**src/rtl/timer_pkg.sv**
```systemverilog
// timer_pkg
// Shared definitions for the memory-mapped machine timer: word indices of the
// register map (byte address bits [4:2]), CTRL field positions and the reset
// values of the architectural state. Also provides a helper that packs the
// CTRL fields into a read word.
package timer_pkg;

  // Register word indices (byte offset >> 2)
  localparam logic [2:0] REG_MTIME_LO    = 3'd0;  // 0x00
  localparam logic [2:0] REG_MTIME_HI    = 3'd1;  // 0x04
  localparam logic [2:0] REG_MTIMECMP_LO = 3'd2;  // 0x08
  localparam logic [2:0] REG_MTIMECMP_HI = 3'd3;  // 0x0C
  localparam logic [2:0] REG_CTRL        = 3'd4;  // 0x10
  localparam logic [2:0] REG_STATUS      = 3'd5;  // 0x14

  // CTRL field positions
  localparam int CTRL_EN_BIT      = 0;
  localparam int CTRL_PRESC_LSB   = 8;
  localparam int CTRL_PRESC_WIDTH = 8;

  // Reset values
  localparam logic [63:0] MTIME_RST    = 64'h0;
  localparam logic [63:0] MTIMECMP_RST = 64'hFFFF_FFFF_FFFF_FFFF;
  localparam logic        CTRL_EN_RST  = 1'b0;
  localparam logic [7:0]  CTRL_PRESC_RST = 8'h00;

  // CTRL read word: only EN and PRESCALE are implemented, other bits read 0.
  function automatic logic [31:0] ctrl_word(input logic en, input logic [7:0] presc);
    logic [31:0] w;
    w = 32'h0;
    w[CTRL_EN_BIT] = en;
    w[CTRL_PRESC_LSB +: CTRL_PRESC_WIDTH] = presc;
    return w;
  endfunction

endpackage

```
**src/rtl/timer_prescaler.sv**
```systemverilog
// timer_prescaler
// 8-bit prescaler for the machine timer. While enabled it counts up; when the
// count equals prescale_i it returns to zero and tick_o is high for that cycle,
// so the tick period is prescale_i+1 enabled cycles (prescale_i=0 ticks every
// enabled cycle). Disabling freezes the count. clear_i forces the count to
// zero and suppresses the tick in that cycle.
// Ports:
//   clk_i       clock
//   rst_i       synchronous active-high reset
//   en_i        count enable
//   prescale_i  terminal count
//   clear_i     restart the count from zero
//   tick_o      one-cycle tick (combinational from the current count)
module timer_prescaler (
  input  logic       clk_i,
  input  logic       rst_i,
  input  logic       en_i,
  input  logic [7:0] prescale_i,
  input  logic       clear_i,
  output logic       tick_o
);

  logic [7:0] cnt_q;
  logic [7:0] cnt_d;

  assign tick_o = en_i && !clear_i && (cnt_q == prescale_i);

  always_comb begin
    cnt_d = cnt_q;
    if (clear_i) begin
      cnt_d = 8'h00;
    end else if (en_i) begin
      cnt_d = tick_o ? 8'h00 : cnt_q + 8'h01;
    end
  end

  always_ff @(posedge clk_i) begin
    if (rst_i) begin
      cnt_q <= 8'h00;
    end else begin
      cnt_q <= cnt_d;
    end
  end

endmodule

```
**src/rtl/timer_device.sv**
```systemverilog
// timer_device
// Memory-mapped 64-bit machine timer (mtime / mtimecmp) with a level interrupt.
// Register map (byte offsets, addr bits [4:2] decoded):
//   0x00 MTIME_LO  0x04 MTIME_HI  0x08 MTIMECMP_LO  0x0C MTIMECMP_HI
//   0x10 CTRL (bit0 EN, bits[15:8] PRESCALE)  0x14 STATUS (bit0 irq, RO)
//   0x18/0x1C read 0, writes ignored.
// Ports:
//   clk_i           clock
//   rst_i           synchronous active-high reset
//   device_req_i    one-cycle access request
//   device_addr_i   byte address
//   device_we_i     1 = write, 0 = read
//   device_wdata_i  write data
//   device_rdata_o  registered read data (valid the cycle after a read, held)
//   timer_irq_o     registered (mtime >= mtimecmp)
module timer_device
  import timer_pkg::*;
#(
  parameter int DataWidth    = 32,
  parameter int AddressWidth = 32
) (
  input  logic                    clk_i,
  input  logic                    rst_i,
  input  logic                    device_req_i,
  input  logic [AddressWidth-1:0] device_addr_i,
  input  logic                    device_we_i,
  input  logic [DataWidth-1:0]    device_wdata_i,
  output logic [DataWidth-1:0]    device_rdata_o,
  output logic                    timer_irq_o
);

  logic [63:0]          mtime_q, mtime_d;
  logic [63:0]          mtimecmp_q, mtimecmp_d;
  logic                 ctrl_en_q, ctrl_en_d;
  logic [7:0]           ctrl_presc_q, ctrl_presc_d;
  logic [DataWidth-1:0] rdata_q, rdata_d;
  logic                 irq_q, irq_d;

  logic       wr, rd, wr_ctrl, tick;
  logic [2:0] idx;
  logic [31:0] wdata;

  // Only the word index is decoded; the remaining address bits are don't-care.
  logic unused_addr;
  assign unused_addr = ^{device_addr_i[AddressWidth-1:5], device_addr_i[1:0]};

  assign idx     = device_addr_i[4:2];
  assign wdata   = device_wdata_i[31:0];
  assign wr      = device_req_i && device_we_i;
  assign rd      = device_req_i && !device_we_i;
  assign wr_ctrl = wr && (idx == REG_CTRL);

  timer_prescaler u_prescaler (
    .clk_i      (clk_i),
    .rst_i      (rst_i),
    .en_i       (ctrl_en_q),
    .prescale_i (ctrl_presc_q),
    .clear_i    (wr_ctrl),
    .tick_o     (tick)
  );

  always_comb begin
    mtime_d      = mtime_q;
    mtimecmp_d   = mtimecmp_q;
    ctrl_en_d    = ctrl_en_q;
    ctrl_presc_d = ctrl_presc_q;
    rdata_d      = rdata_q;
    // Compare uses pre-edge state so irq lags the condition by one cycle.
    irq_d        = (mtime_q >= mtimecmp_q);

    // A software write to either mtime half takes priority over the tick,
    // and the whole 64-bit counter skips its increment that cycle.
    if (wr && idx == REG_MTIME_LO) begin
      mtime_d[31:0] = wdata;
    end else if (wr && idx == REG_MTIME_HI) begin
      mtime_d[63:32] = wdata;
    end else if (tick) begin
      mtime_d = mtime_q + 64'd1;
    end

    if (wr && idx == REG_MTIMECMP_LO) mtimecmp_d[31:0]  = wdata;
    if (wr && idx == REG_MTIMECMP_HI) mtimecmp_d[63:32] = wdata;
    if (wr_ctrl) begin
      ctrl_en_d    = wdata[CTRL_EN_BIT];
      ctrl_presc_d = wdata[CTRL_PRESC_LSB +: CTRL_PRESC_WIDTH];
    end

    if (rd) begin
      rdata_d = '0;
      case (idx)
        REG_MTIME_LO:    rdata_d[31:0] = mtime_q[31:0];
        REG_MTIME_HI:    rdata_d[31:0] = mtime_q[63:32];
        REG_MTIMECMP_LO: rdata_d[31:0] = mtimecmp_q[31:0];
        REG_MTIMECMP_HI: rdata_d[31:0] = mtimecmp_q[63:32];
        REG_CTRL:        rdata_d[31:0] = ctrl_word(ctrl_en_q, ctrl_presc_q);
        REG_STATUS:      rdata_d[0]    = irq_q;
        default:         rdata_d       = '0;
      endcase
    end
  end

  always_ff @(posedge clk_i) begin
    if (rst_i) begin
      mtime_q      <= MTIME_RST;
      mtimecmp_q   <= MTIMECMP_RST;
      ctrl_en_q    <= CTRL_EN_RST;
      ctrl_presc_q <= CTRL_PRESC_RST;
      rdata_q      <= '0;
      irq_q        <= 1'b0;
    end else begin
      mtime_q      <= mtime_d;
      mtimecmp_q   <= mtimecmp_d;
      ctrl_en_q    <= ctrl_en_d;
      ctrl_presc_q <= ctrl_presc_d;
      rdata_q      <= rdata_d;
      irq_q        <= irq_d;
    end
  end

  assign device_rdata_o = rdata_q;
  assign timer_irq_o    = irq_q;

endmodule

```
**config.mk**
```make
export PLATFORM = sky130hd
export DESIGN_NAME = timer_device
export DESIGN_NICKNAME = d
export VERILOG_FILES = /design/src/rtl/timer_pkg.sv /design/src/rtl/timer_prescaler.sv /design/src/rtl/timer_device.sv
export SDC_FILE = /design/constraint.sdc
export NUM_CORES = 1
export LEC_CHECK = 0
export ABC_AREA = 1
export CORE_MARGIN = 2
export CORE_UTILIZATION = 55
export CTS_BUF_LIST = sky130_fd_sc_hd__clkbuf_8
export DETAILED_ROUTE_END_ITERATION = 6
export GPL_TIMING_DRIVEN = 0
export PLACE_DENSITY = 0.77
export SYNTH_ARGS = -nofsm -noshare
export SYNTH_HDL_FRONTEND = slang
export SYNTH_HIERARCHICAL = 1
export SYNTH_SLANG_ARGS = --single-unit
```
**constraint.sdc**
```tcl
create_clock -name clk_i -period 2.6 [get_ports clk_i]
set_input_delay 0.52 -clock clk_i [delete_from_list [all_inputs] [get_ports clk_i]]
set_output_delay 0.52 -clock clk_i [all_outputs]
set_load 0.1 [all_outputs]
```
==> results of run 1 <==
## final timing paths
kind / from / cells after the start / slack [ns] / end
worst max-delay path: timer_irq_o / 1 / 0.03 / timer_irq_o
worst min-delay path: device_rdata_o[19] / 2 / 0.47 / device_rdata_o[19]
worst max register to register: mtime_q[1] / 10 / 0.14 / mtime_q[42]
worst min register to register: device_rdata_o[19] / 2 / 0.47 / device_rdata_o[19]
## state kept, by name, indices dropped and copies added, names as in the netlist
name / count
mtime_q: 64
device_rdata_o: 32
ctrl_presc_q: 8
mtimecmp_q: 64
timer_irq_o: 1
ctrl_en_q: 1
u_prescaler/cnt_q: 8
## placed cells by master (no fill, tap or decap), drive strengths merged
| cell | n |
|---|---|
| o22ai | 40 |
| o21ai | 107 |
| a21oi | 116 |
| ha | 66 |
| clkdlybuf4s50 | 70 |
| dfxtp | 178 |
| a31oi | 18 |
| nand3b | 2 |
| nor3 | 13 |
| buf | 33 |
| mux2i | 1 |
| clkbuf | 59 |
| nor3b | 3 |
| a22oi | 2 |
| nand3 | 67 |
| nor4 | 1 |
| and2 | 4 |
| nand2 | 524 |
| dlymetal6s2s | 1 |
| nand4 | 25 |
| xnor2 | 7 |
| xor2 | 21 |
| inv | 200 |
| a21o | 2 |
| clkinv | 7 |
| clkinvlp | 2 |
| o21a | 5 |
| nor2 | 225 |
| o221ai | 7 |
| or2 | 1 |
| o211ai | 69 |
| a221oi | 2 |
## worst reg2reg max path, cell delays in order (launching register included)
cell and delay (ns):
dfxtp_1 0.49, ha_1 0.34, nand2_2 0.13, nor2_4 0.29, nand3_4 0.15, nor3_4 0.38, nand3_1 0.22, nand2_1 0.14
nand2_1 0.06, o21ai_1 0.11, nor2_1 0.05
## per-stage QoR
| stage | cells | setup WS (ns) |
|---|---|---|
| 6_report | 2148 | 0.03388 |
| 5_1_grt | 2148 | 0.007877 |
| 3_3_place_gp | 2111 | -0.8888 |
| 4_1_cts | 2144 | 0.04038 |
| 2_1_floorplan | 1770 | 0.4331 |
| 3_5_place_dp | 2111 | -0.8933 |
## report_power, final
group / total, mW / leakage [nW] / switching [mW] / internal, mW
Clock: 1.96 / 0.192 / 1.22 / 0.734
Combinational: 0.692 / 3.67 / 0.505 / 0.187
Sequential: 2.81 / 1.44 / 0.0363 / 2.78
## kinds of logic after synthesis
logic type	share of synthesized area
AOI/OAI and AO/OA	0.1884
xor gates and xnor gates	0.02145
adders and majority gates	0.07222
buffers and inverters	0.08962
DFF	0.3116
muxes	0.0008754
and+or+nand+nor	0.3158
## routing by layer
metal | routed length (µm) | part of all wire | vias to the layer above
met5 | 0 | 0 | -
met3 | 4613 | 0.099 | 162
met4 | 3463 | 0.075 | 0
met2 | 20150 | 0.43 | 740
met1 | 18230 | 0.39 | 5925
li1 | - | - | 6041
## area by class of cell
| class | instances | area share |
|---|---|---|
| timing repair buffer | 76 | 0.05891 |
| tap | 270 | 0.02607 |
| inverter | 195 | 0.05649 |
| clock inverter | 14 | 0.01111 |
| clock buffer | 18 | 0.01912 |
| sequential | 178 | 0.2750 |
| buffer | 69 | 0.02385 |
| multi-input combinational | 1328 | 0.5294 |
## repair_timing
| action | in CTS | in global routing |
|---|---|---|
| pin swaps | 0 | 2 |
| endpoints found under the setup margin | 58 | 53 |
| setup buffers | 1 | 4 |
| endpoints found under the hold margin | 0 | 0 |
| resized for setup | 5 | 7 |
==> impl_results.md, run 1 <==
- Crit-path cells: clkdlybuf4s50_1
- Synth area leader: dfxtp_1
- Initial antenna violation count: 0
- H-tree Lvls: 4
- M2 GR Usage: 0.6597
- Remaining DRCs: 0
- Full die area: 21960 µm²
- Drt via density: 5.991
- Clock Skew: 0.02256 ns
- Max cap viols: 0
- Root buf cell: clkbuf_8
- Critical Path Fanout Max: 2
- Final period util: 0.9870
- Crit-path max cell delay: 1.16 ns
- HPWL Detailed: 36370 µm
- First-pass GRT wire length: 68720 µm
- Hold Path Class: reg -> reg
- Busiest grt layer: met2
- Mean Syn Cell Area: 6.460 µm²
- Synthesized cell area: 11430 µm²
- Slew @ Worst Pin: 1.022 ns
- Final Hold Viols: 0
- Area grow syn2layout: 13.31%
- Area of the multi-input gates: 6859 µm²
- Clock Pin Slew Worst Setup and Hold Paths: 0.10 ns
- Num CTS Buffers: 17
- Leakage power total: 5.301 nW
- Sequential fraction of the synthesis area: 0.3116
- Pre-antenna DRT Iters: 6
- Number of synthesized flops with an enable pin: 0
- Layout cells sized above 1: 0.06124
- Arr. time, crit path: 2.05 ns
- Synth cell count leaders: 516 x nand2_1, 205 x nor2_1, 188 x inv_1, 178 x dfxtp_1, 116 x a21oi_1
- Hold WS: 0.4715 ns
- Slew Viols, Final: 0
- Primary FF master, synth: dfxtp_1
- Post-CTS Hold Buffers: 0
- Clk buf depth: 2
- Skew-Pair Late Insertion Delay: 0.49 ns
- Die outline height: 148.2 µm
- Post-layout nets: 1999
- Final RePlAce weighted congestion: 1.058
- Critical-path top delay cell: clkdlybuf4s50_1
- Peak VDD IR: 0.0003186 V
- Final min period: 2.566 ns
- Synthesized flop and latch total: 178
- Total power: 5.460 mW
- Slew headroom: 0.3161
- Met1 Use GR: 0.5344
- Total core area: 20300 µm²
- Row count: 52
- CTS tree: done
- Vias in the first global route: 11630
- Num Clock Sinks: 178
- DR vias: 12870
- Starting DRT DRC Count: 1540
- Post-route core utilization: 0.6383
- WL/cell: 21.63 µm
- CP Launch Type: flop
- Synthesized Nets: 1904
- Largest net degree at the start of global routing: 19
- Max Clk Rate: 389.7 MHz
- WL final: 46450 µm
- Most common cell in the netlist: nand2_1
- Top Ports: 101
- Worst Setup End Kind: primary output
- Synth top area cells: dfxtp_1 31%, nand2_1 17%, ha_1 7.2%
- Mapped Cells: 1770
- GRT met3 Usage: 0.07638
- DRT antenna net count: 0
- Critical Path RT: 2.08 ns
- Crit Path Category: reg -> out
- Chip width: 148.2 µm
- FILL cells: 1948
- Buf/Inv on CP: 1
- Total track usage: 0.4199
- Library cells used by synthesis: 42
- Status: complete, no violations
- Crit path max-delay family: buffers and inverters
- Fin area: 12960 µm²
- Synth async-reset ratio: 0
- Share of the synthesized area in the top cell type: 0.3116
- DP Area: 12480 µm²
- Initial core utilization: 0.5633
- Antenna Diode Count: 0
- Ys Warns: 6
- Setup TNS: 0 ns
- PwrDens: 421.4 nW/µm²
- Unrepaired setup endpoints after global routing: no
- Total gr overflow: 0
- Port buffer count: 71
- Final setup fails: 0
- Sequential cell area: 3563 µm²
Note: power is estimated with default switching activity, not from simulation.
==> run 2, diff against run 1 <==
CORE_UTILIZATION = 60   (was 55)
PLACE_DENSITY = 0.83   (was 0.77)
==> run 2 against run 1 <==
  * Register-to-register slack improved by 0.03 ns
  * Critical path depth unchanged
  * Sequential cell count unchanged
  * Count of clock-buffer cells in the layout unchanged
  * Sequential share of layout area increased by 0.15 points
  * Hold slack got worse by 0.0010 ns
  * Sequential power about the same
  * Setup slack got worse by 0.0031 ns
  * Maximum frequency decreased by 0.12%
  * Wire length increased by 0.57%
  * Clock power about the same
  * Critical path type unchanged
==> impl_results.md, run 2 (synthesis gave the netlist of run 1 again) <==
- Levels on crit path: 1 (unchanged)
- Initial core utilization: 0.6113 (+0.04800)
- Crit-path cells: clkdlybuf4s50_1
- Clk buf depth: 2 (unchanged)
- Crit path max-delay family: buffers and inverters
- Port buffer count: 71 (unchanged)
- Status: complete, no violations
- Max Clk Rate: 389.2 MHz (-0.12%)
- Root buf cell: clkbuf_8
- Max cap viols: 0 (unchanged)
- Largest net degree at the start of global routing: 19 (unchanged)
- Initial antenna violation count: 0 (unchanged)
- Drt via density: 6.166 (+2.9%)
- Worst hold stages: 2 (unchanged)
- Hold Path Class: reg -> reg
- Chip width: 142.1 µm (-4.1%)
- Critical Path RT: 2.08 ns (about the same)
- Full die area: 20180 µm² (-8.1%)
- Final period util: 0.9882 (+0.001190)
- Final RePlAce weighted congestion: 1.066 (+0.79%)
- Antenna Diode Count: 0 (unchanged)
- H-tree Lvls: 4 (unchanged)
- Post-CTS Hold Buffers: 0 (unchanged)
- First-pass GRT wire length: 69530 µm (+1.2%)
- Most common cell after layout, fill and taps aside: nand2_1
- FILL cells: 1676 (-14%)
- Most frequent cells in the layout: 514 x nand2_1, 205 x nor2_1, 187 x inv_1, 178 x dfxtp_1, 116 x a21oi_1
- Peak VDD IR: 0.0005432 V (+70%)
- WL/cell: 22.12 µm (+2.3%)
- Setup WS post-layout: 0.03078 ns (-0.003094 ns)
- Final setup fails: 0 (unchanged)
- DP Area: 12440 µm² (-0.36%)
- Fin area: 12880 µm² (-0.55%)
- Total track usage: 0.4629 (+0.04304)
- Crit-path max cell delay: 1.16 ns (about the same)
- Num CTS Buffers: 17 (unchanged)
- Leakage power total: 5.296 nW (about the same)
- Worst Setup End Kind: primary output
- Total gr overflow: 0 (unchanged)
- DRT antenna net count: 0 (unchanged)
- Critical-path top delay cell: clkdlybuf4s50_1
- Top Ports: 101 (unchanged)
- WL final: 46720 µm (+0.57%)
- HPWL Detailed: 36240 µm (-0.33%)
- PwrDens: 424.4 nW/µm² (+0.71%)
- Remaining DRCs: 0 (unchanged)
- Vias in the first global route: 12120 (+4.2%)
- Die outline height: 142.1 µm (-4.1%)
- Skew-Pair Late Insertion Delay: 0.50 ns (about the same)
- Clock Skew: 0.02063 ns (-0.001925 ns)
- Worst R2R Path Depth: 10 (unchanged)
- Clock Pin Slew Worst Setup and Hold Paths: 0.11 ns (about the same)
- Place WS: -0.8512 ns (+0.04213 ns)
- Layout cells sized above 1: 0.06070 (-0.0005325)
- Final Hold Viols: 0 (unchanged)
- Area grow syn2layout: 12.68%
- Final min period: 2.569 ns (+0.003094 ns)
- Num Clock Sinks: 178 (unchanged)
- Critical Path Fanout Max: 2 (unchanged)
- Hold WS: 0.4704 ns (-0.001046 ns)
- Post-layout nets: 1999 (unchanged)
- Buf/Inv on CP: 1 (unchanged)
- Total core area: 18710 µm² (-7.9%)
- Row count: 50 (-3.8%)
- Slew @ Worst Pin: 0.9796 ns (-0.04239 ns)
- CTS tree: done
- Slew headroom: 0.3449 (+0.02873)
- Pre-antenna DRT Iters: 5 (-1)
- Starting DRT DRC Count: 1797 (+17%)
- CP Launch Type: flop
- Unrepaired setup endpoints after global routing: no
- DR vias: 13020 (+1.2%)
- Crit Path Category: reg -> out
- Slew Viols, Final: 0 (unchanged)
- Setup TNS: 0 ns (unchanged)
- Arr. time, crit path: 2.05 ns (about the same)
## run 2: cell count changes in the layout (fill, tap and decap cells not counted), sizes merged
cell	delta
inv	+2
clkinv	-1
clkinvlp	-1
## run 2: layer usage
| metal | GRT usage | up-vias | share of wire | routed length, µm |
|---|---|---|---|---|
| li1 | - | 6011 | - | - |
| met1 | 0.5780 | 5860 | 0.37 | 17200 |
| met2 | 0.6814 | 945 | 0.41 | 19200 |
| met3 | 0.09287 | 207 | 0.12 | 5627 |
| met4 | 0.3989 | 0 | 0.10 | 4687 |
| met5 | 0 | - | 0 | 0 |
## run 2: power breakdown
part | switching [mW] | internal [mW]
sequential | 0.0369 | 2.78
clock | 1.23 | 0.736
combinational | 0.507 | 0.185
total | 1.77 | 3.70
## run 2: final timing paths
path	end	from	slack, ns
setup / recovery	device_rdata_o[21]	device_rdata_o[21]	0.03
setup reg to reg	timer_irq_o	mtimecmp_q[63]	0.17
hold reg to reg	device_rdata_o[12]	device_rdata_o[12]	0.47
hold / removal	device_rdata_o[12]	device_rdata_o[12]	0.47
## run 2: layout make-up
class                   instances  area, µm²  area share
multi-input cells            1328       6852      0.5318
repair buffers                 76      750.7     0.05826
well taps                     234      292.8     0.02272
flip-flops and latches        178       3563      0.2766
clock inverters                14      140.1     0.01088
plain buffers                  69      306.5     0.02379
clock buffers                  18      247.7     0.01923
inverters                     195      732.0     0.05681
## run 2: what timing repair did
action                                  CTS  global route
endpoints found under the setup margin   56            53
setup buffers                             3             2
resized for setup                         3             6
pin swaps                                 1             1
## run 2: through the flow
step                      cells  power [mW]  utilization
after CTS                  2110       5.419       0.6873
final                      2112       5.468       0.6888
after global routing       2112       5.585       0.6888
after floorplan            1770       3.233            -
after global placement     2075       3.517       0.6650
after detailed placement   2075       3.529       0.6650
